## src/rtl/servo_pwm_decoder.sv

```systemverilog
// servo_pwm_decoder
//   Measures the high time of an incoming servo pulse train and converts it
//   back into the 8-bit angle code using the generator's pulse-width law:
//     angle = clamp(floor((W - OFFSET + CPA/2) / CPA), 0, 255)
//   The division is replaced by a prescaler that starts at W = OFFSET - CPA/2
//   and bumps a saturating accumulator every CPA cycles of high time.
//
// Ports
//   clk          system clock
//   rst_n        asynchronous active-low reset
//   pwm_in       servo pulse input, asynchronous to clk
//   angle        last decoded angle code
//   angle_valid  one-cycle strobe, angle updated
//   pulse_error  one-cycle strobe, pulse rejected (too short or too long)
//   signal_lost  level, no rising edge for TIMEOUT cycles
module servo_pwm_decoder #(
  parameter int unsigned freq       = 50_000_000,
  parameter int unsigned TIMEOUT_MS = 30
) (
  input  logic       clk,
  input  logic       rst_n,
  input  logic       pwm_in,
  output logic [7:0] angle,
  output logic       angle_valid,
  output logic       pulse_error,
  output logic       signal_lost
);

  localparam int unsigned C1MS     = freq / 1000;
  localparam int unsigned CPA      = (C1MS * 2) / 255;
  localparam int unsigned OFFSET   = C1MS * 22 - (C1MS * 21 + C1MS / 3);
  localparam int unsigned START    = OFFSET - CPA / 2;
  localparam int unsigned MIN_HIGH = C1MS / 2;
  localparam int unsigned MAX_HIGH = C1MS * 3;
  localparam int unsigned TIMEOUT  = C1MS * TIMEOUT_MS;

  typedef enum logic [1:0] {SYNC, IDLE, HIGH} state_t;

  state_t      state, state_n;
  logic        sync1, s_pwm, s_prev;
  logic [1:0]  armed;
  logic [31:0] w, w_n, w_inc;
  logic [31:0] pc, pc_n;
  logic [7:0]  acc, acc_n;
  logic [31:0] to_cnt, to_n;
  logic [7:0]  angle_n;
  logic        valid_n, err_n, lost_n;
  logic        rise, fall;

  assign rise  = s_pwm & ~s_prev;
  assign fall  = ~s_pwm & s_prev;
  assign w_inc = w + 32'd1;

  // Synchronizer, edge-detect register and a two-cycle warm-up flag. SYNC
  // must not trust s_pwm until the synchronizer holds a real sample of the
  // pin, otherwise a pulse in progress at reset release would look like a
  // fresh rise.
  always_ff @(posedge clk or negedge rst_n) begin
    if (!rst_n) begin
      sync1  <= 1'b0;
      s_pwm  <= 1'b0;
      s_prev <= 1'b0;
      armed  <= 2'b00;
    end else begin
      sync1  <= pwm_in;
      s_pwm  <= sync1;
      s_prev <= s_pwm;
      armed  <= {armed[0], 1'b1};
    end
  end

  // NOTE: sequential state is updated with non-blocking assignments only, so
  // every register samples values from before the edge regardless of order.
  always_ff @(posedge clk or negedge rst_n) begin
    if (!rst_n) begin
      state       <= SYNC;
      w           <= '0;
      pc          <= '0;
      acc         <= '0;
      to_cnt      <= '0;
      angle       <= '0;
      angle_valid <= 1'b0;
      pulse_error <= 1'b0;
      signal_lost <= 1'b0;
    end else begin
      state       <= state_n;
      w           <= w_n;
      pc          <= pc_n;
      acc         <= acc_n;
      to_cnt      <= to_n;
      angle       <= angle_n;
      angle_valid <= valid_n;
      pulse_error <= err_n;
      signal_lost <= lost_n;
    end
  end

  always_comb begin
    // NOTE: every combinational output gets a default first; a path that
    // leaves one unassigned would infer a latch.
    state_n = state;
    w_n     = w;
    pc_n    = pc;
    acc_n   = acc;
    angle_n = angle;
    valid_n = 1'b0;
    err_n   = 1'b0;

    unique case (state)
      SYNC: begin
        if (armed[1] && !s_pwm) state_n = IDLE;
      end
      IDLE: begin
        if (rise) begin
          state_n = HIGH;
          w_n     = 32'd1;
          pc_n    = '0;
          acc_n   = '0;
        end
      end
      HIGH: begin
        if (fall) begin
          state_n = IDLE;
          if (w < MIN_HIGH) begin
            err_n = 1'b1;
          end else begin
            // acc stays 0 until W reaches START, which covers the
            // negative-numerator case of the law.
            angle_n = acc;
            valid_n = 1'b1;
          end
        end else if (s_pwm) begin
          if (w >= MAX_HIGH) begin
            // Over-length: abandon the pulse; SYNC swallows its falling edge.
            err_n   = 1'b1;
            state_n = SYNC;
          end else begin
            w_n = w_inc;
            // Invariant once started: acc = floor((W - START) / CPA),
            // pc = (W - START) mod CPA.
            if (w_inc == START) begin
              pc_n  = '0;
              acc_n = '0;
            end else if (w_inc > START) begin
              if (pc == CPA - 1) begin
                pc_n = '0;
                if (acc != 8'hFF) acc_n = acc + 8'd1;
              end else begin
                pc_n = pc + 32'd1;
              end
            end
          end
        end
      end
      default: state_n = SYNC;
    endcase
  end

  // Loss-of-signal timer: cleared by every rise, saturating otherwise. The
  // flag is set on the cycle the count reaches TIMEOUT; a simultaneous valid
  // decode takes priority and clears it.
  always_comb begin
    to_n   = to_cnt;
    lost_n = signal_lost;
    if (rise) begin
      to_n = '0;
    end else if (to_cnt != TIMEOUT) begin
      to_n = to_cnt + 32'd1;
    end
    if (valid_n) begin
      lost_n = 1'b0;
    end else if (!rise && to_cnt == TIMEOUT - 1) begin
      lost_n = 1'b1;
    end
  end

endmodule
```

## config.mk

```make
export PLATFORM = sky130hd
export DESIGN_NAME = servo_pwm_decoder
export DESIGN_NICKNAME = d
export VERILOG_FILES = /design/src/rtl/servo_pwm_decoder.sv
export SDC_FILE = /design/constraint.sdc
export NUM_CORES = 1
export LEC_CHECK = 0
export CAP_MARGIN = 25
export CORE_MARGIN = 5
export CORE_UTILIZATION = 50
export CTS_CLUSTER_SIZE = 30
export DETAILED_ROUTE_END_ITERATION = 8
export PLACE_DENSITY = 0.65
export SYNTH_ARGS = -nofsm -noshare
export SYNTH_HDL_FRONTEND = slang
export SYNTH_SLANG_ARGS = --single-unit
export TNS_END_PERCENT = 30
```

## constraint.sdc

```tcl
create_clock -name clk -period 8.25 [get_ports clk]
set_clock_uncertainty 0.2 [all_clocks]
set_input_delay 1.65 -clock clk [delete_from_list [all_inputs] [get_ports clk]]
set_output_delay 1.65 -clock clk [all_outputs]
set_load 0.02 [all_outputs]
```

==> out/qor.txt, run 1 <==
Slew of the pin with the lowest slew margin: 0.9297 ns
Placer Congestion: 0.9347
Die Wd: 126.8 um
Power per cell area: 198.9 nW/um^2
Hold Buf Count CTS: 0
Flop2flop setup slack: 4.30 ns
Post-synthesis async set-or-reset flop share: 100.0%
# placed instances: 942
WS Path Type: reg2reg
Endpoint class of the critical path: register
Tcrit/Tclk final: 47.83%
Setup TNS: 0 ns
CP most frequent cell: nand4_1
Share of cells above drive strength 1: 7.259%
Slowest stage cell, crit path: o21a_2
Met2 WL: 7414 um
Detailed-route wire length: 15980 um
Synth Register Bits: 122
Relative slew slack: 38.02%
Peak Freq: 253.4 MHz
Worst vdd ir: 0.1480 mV
N_diodes: 0
Syn avg cell area: 8.665 um^2
WL met1: 7601 um
Critical-path maximum fanout: 42
Total track usage: 20.63%
Via density per instance: 6.111
1st-pass router iterations: 5
Initial Util: 51.29%
Nets: 796
Syn nets: 796
TritonCTS clock tree: done
Crit path time final: 3.946 ns
Post-Syn Area: 6819 um^2
DRC violations left: 0
Synth top area cells: dfrtp_1 (45%), nand2_1 (4.3%), nor2_1 (3.8%)
Top sig layer: met4
Met3 Wirelength: 644 um
Total gr overflow: 0
Commonest non-fill, non-tap cells in the layout: dfrtp_1 (122), nand2_1 (78), nor2_1 (69)
Die Footprint: 16070 um^2
Initial antenna violation count: 0
Critical-path cell list: ha_1 -> nand4_1 -> or4_1 -> mux2_2 -> o21ai_1 -> nand4_1 -> nor4bb_1 -> o21a_2 -> a21oi_1 -> mux2i_1
First DRT Iteration DRCs: 545
Pin count of the biggest net entering global routing: 79
Row cnt: 42
Via count of the first global-routing pass: 5735
Clock buffer depth: 2
FF-to-FF path depth: 10
CTS root buf: clkbuf_16
Global-route wire length before repair: 27540 um
Layout area overhead: 12.28%
WP data required: 8.38 ns
Clock H-tree levels: 4
Final hold vios: 0
# IOs: 14
Post-route antenna net violation count: 0
WP data arrival: 4.08 ns
Status: finished clean
Most common cell after layout, fill and taps aside: dfrtp_1
Slew Viols, Final: 0
Sequential share of the synthesized area: 44.77%
Hold Path Depth: 0
Largest area contributor in the netlist: dfrtp_1
Placeable core area: 13300 um^2
Clock latency on the worst-skew pair: 0.42 ns
RR Endpoint: acc[0]
Critical R2R Launch: w[1]
Hold path endpoint: armed[1]
# Post-CTS Setup Buffers: 0
Crit start category: register
Clock transition at path regs: 0.06 ns
Critical path's largest stage delay: 0.68 ns
Mapped Cells: 787
Post-synth EDFFs: 0
Post-synth top area share: 44.77%
Synth Flop Type: dfrtp_1
Synth cell types: 64
Port Buffers: 13
Wire per inst: 16.39 um
Post-cts gate resize count: 0
HPWL Detailed: 10310 um
Min-delay src: armed[0]
Final setup vio count: 0
Max-cap viol count: 0
Routed vias: 5958
Sink Count: 122
RSZ-0062 raised after global routing: no
Hold Crit Class: reg2reg
LEAKAGE: 3.321 nW
Final Non-Filler Cells: 975
TritonCTS buffer count: 17
Ys Warns: 0
Die Ht: 126.8 um
-- critical path: cells and delay by family (launching register included) --
kind | cells | cell delay [ns]
compound gates | 3 | 0.96
flops | 1 | 0.51
mux | 2 | 0.48
fa+ha+maj | 1 | 0.38
simple gates | 4 | 1.34
-- sequential cells by signal (all words and copies together), names as in the netlist --
signal,count
w,32
signal_lost,1
pulse_error,1
pc,32
acc,8
s_pwm,1
sync1,1
state,2
angle_valid,1
armed,2
to_cnt,32
angle,8
s_prev,1
-- metrics by stage --
| step | cell area (um^2) | utilization [%] | worst slack [ns] | hold WS (ns) | power (mW) |
|---|---|---|---|---|---|
| CTS | 7621 | 57.32 | 4.301 | 0.1450 | 1.535 |
| global route | 7656 | 57.59 | 4.010 | 0.1468 | 1.591 |
| finish | 7656 | 57.59 | 4.304 | 0.1454 | 1.522 |
| detailed placement | 7033 | 52.90 | 4.317 | 0.1484 | 0.7938 |
| global placement | 7033 | 52.90 | 4.470 | 0.1346 | 0.7867 |
| floorplan | 6819 | - | 5.055 | 0.1312 | 0.7481 |
-- per-layer routing --
metal | track usage, % | up-vias
li1 | - | 2855
met1 | 27.85 | 2921
met2 | 32.60 | 146
met3 | 4.750 | 36
met4 | 7.571 | 0
met5 | 0 | -
-- cell type report --
class	count	area, um^2
clock buffer	21	470.5
clock inverter	10	117.6
fill	1113	5639
inverter	33	123.9
multi-input combinational	593	3471
sequential	122	3053
tap	176	220.2
timing repair buffer	20	200.2
-- synthesized netlist by cell type (all sizes together) (23+ instances only) --
cell type  instances
a21oi             32
and3              36
dfrtp            122
inv               32
nand2             79
nand3             47
nand4             25
nor2              69
nor3              38
o21ai             71
o31ai             26
xor2              23
-- logic make-up (layout without fill, tap and decap cells) --
kind of cell / after synthesis / count (layout) / share of synthesized area, %
xor+xnor: 30 / 30 / 3.853
other cells: 1 / 1 / 0.05499
simple gates: 386 / 386 / 30.31
fa+ha+maj: 6 / 6 / 1.101
compound gates: 165 / 165 / 14.72
mux: 5 / 5 / 0.7706
flops: 122 / 122 / 44.77
buf+inv: 72 / 84 / 4.422
-- power breakdown --
group | total (mW) | internal (mW) | leakage, nW | switching (mW)
registers | 0.642 | 0.615 | 1.68 | 0.0271
clock network | 0.735 | 0.467 | 0.289 | 0.268
logic | 0.145 | 0.0480 | 1.35 | 0.0975
-- worst max path at each step --
stage	from	slack, ns	end
floorplan	w[0]	5.05	pc[30]
global placement	w[0]	4.47	pc[15]
detailed placement	w[0]	4.32	pc[18]
CTS	w[0]	4.30	pc[18]
global route	w[0]	4.01	pc[11]
finish	w[1]	4.30	acc[0]
Power figures use the tool's default switching activity.
==> inputs of run 2 (changes only) <==
PLACE_DENSITY = 0.68   (was 0.65)
clock period = 3.25 ns   (was 8.25 ns; I/O delays follow)
==> run 2 against run 1 <==
  * Total power increased to 2.7 times the previous value
  * Register-to-register slack lost 4.3 ns
  * Critical path depth up 2
  * Flip-flop and latch count is the same
  * Combinational power increased to 3.1 times the previous value
  * Core utilization increased by 3.4 points
  * Via count grew 3.2%
  * First-iteration DRC count increased by 3.7%
  * Sequential power increased to 2.5 times the previous value
  * Die area stayed put
  * Final cell count increased by 3.9%
  * Highest routed layer unchanged
==> out/qor.txt, run 2 (synthesis results as in run 1) <==
Via density per instance: 6.072
Slew of the pin with the lowest slew margin: 0.7425 ns
Initial antenna violation count: 0
Most common cell after layout, fill and taps aside: dfrtp_1
Critical-path maximum fanout: 34
Layout area overhead: 18.86%
Peak Freq: 309.7 MHz
WS Path Type: reg2reg
RSZ-0062 raised after global routing: yes
Wire per inst: 16.70 um
Worst vdd ir: 0.3587 mV
Routed vias: 6151
Share of cells above drive strength 1: 12.90%
CTS root buf: clkbuf_16
Filler cell count: 1129
Commonest non-fill, non-tap cells in the layout: dfrtp_1 (120), nand2_1 (78), nor2_1 (67)
Total track usage: 21.77%
Endpoint class of the critical path: register
Met1 Use GR: 28.06%
Placeable core area: 13300 um^2
Largest regs: pc: 32 flops, to_cnt: 32 flops, w: 32 flops
Final hold vios: 0
LEAKAGE: 3.549 nW
Global-route wire length before repair: 28760 um
Power per cell area: 511.5 nW/um^2
HPWL Detailed: 11570 um
Via count of the first global-routing pass: 5969
Sink Count: 122
DRC violations left: 0
# IOs: 14
Clock latency on the worst-skew pair: 0.42 ns
WP data arrival: 3.33 ns
Max-cap viol count: 0
TritonCTS clock tree: done
Hold Crit Class: in2async
Setup TNS: 0 ns
Die Wd: 126.8 um
Clock transition at path regs: 0.06 ns
Status: finished clean
Total gr overflow: 0
Relative slew slack: 50.04%
Crit path time final: 3.229 ns
Tcrit/Tclk final: 99.34%
Clock buffer depth: 2
1st-pass router iterations: 6
Die Ht: 126.8 um
Grt met2 use: 36.11%
Pin count of the biggest net entering global routing: 83
Crit start category: register
First DRT Iteration DRCs: 565
WP data required: 3.36 ns
GR Util met3: 4.708%
Detailed-route wire length: 16910 um
Die Footprint: 16070 um^2
TritonCTS buffer count: 17
Slew Viols, Final: 0
N_diodes: 0
Post-route antenna net violation count: 0
Most Crowded Layer GR: met2
Final Core Density: 60.96%
Nets: 833
Initial Util: 51.29%
Port Buffers: 13
Final setup vio count: 0
Placer Congestion: 0.9310
Clock H-tree levels: 4
Row cnt: 42
==> run 2: changes by cell type in the layout (fill, tap and decap cells not counted), sizes merged <==
cell and delta:
buf +37, bufinv +3, clkinv -2, clkinvlp +1
inv -1
==> run 2: worst max-delay path, cell delays in order, from the launching register on <==
cell      delay [ns]
dfrtp_1         0.39
ha_4            0.16
nand4_1         0.11
buf_6           0.16
or4_4           0.48
mux2_4          0.28
o21ai_2         0.13
nand4_1         0.21
nor4bb_1        0.36
o21a_2          0.21
buf_12          0.19
nor2_1          0.06
a22o_1          0.18
==> run 2: report_power, final <==
group | switching (mW) | internal [mW] | leakage, nW
Clock | 0.682 | 1.40 | 0.313
Combinational | 0.287 | 0.164 | 1.56
Sequential | 0.0515 | 1.56 | 1.68
Total | 1.02 | 3.13 | 3.55
==> run 2: path summary, 6_finish.rpt <==
path	end	slack (ns)	from	depth (start not counted)
max in group asynchronous	pc[11]	1.99	rst_n	2
worst max-delay path	pc[1]	0.02	w[1]	12
worst min register to register	armed[1]	0.16	armed[0]	0
min in group clk	armed[1]	0.16	armed[0]	0
worst max register to register	pc[1]	0.02	w[1]	12
worst min-delay path	to_cnt[3]	0.01	rst_n	1
==> run 2: area by class of cell <==
type / count / area (um^2) / share of cell area [%]
Inverter: 33 / 123.9 / 1.528
Clock inverter: 11 / 192.7 / 2.377
Tap cell: 176 / 220.2 / 2.717
Multi-Input combinational cell: 593 / 3542 / 43.70
Sequential cell: 122 / 3055 / 37.70
Timing Repair Buffer: 57 / 510.5 / 6.298
Clock buffer: 21 / 460.4 / 5.681
==> run 2: what timing repair did <==
item | 4_1_cts | 5_1_grt
setup endpoints to repair | 18 | 40
pin swaps | 1 | 7
gates resized for setup | 4 | 19
buffers inserted | 0 | 4
hold buffers | 0 | 0
endpoints found under the hold margin | 0 | 0
==> run 2: metrics by stage <==
step	std cells	power, mW	setup WS (ns)	area (um^2)	hold slack (ns)
3_3_place_gp	977	2.041	0.07212	7333	0.1347
5_1_grt	1013	4.311	-0.08963	8105	0.06021
4_1_cts	1009	4.156	-0.003698	8001	0.02103
2_1_floorplan	787	1.899	0.05471	6819	0.1312
3_5_place_dp	977	2.061	-0.08160	7333	0.1389
6_report	1013	4.146	0.02149	8105	0.009859
==> run 2: routing by layer <==
metal	up-vias	wire, um
li1	2925	-
met1	3005	7466
met4	0	338
met2	188	8352
met5	-	0
met3	33	757
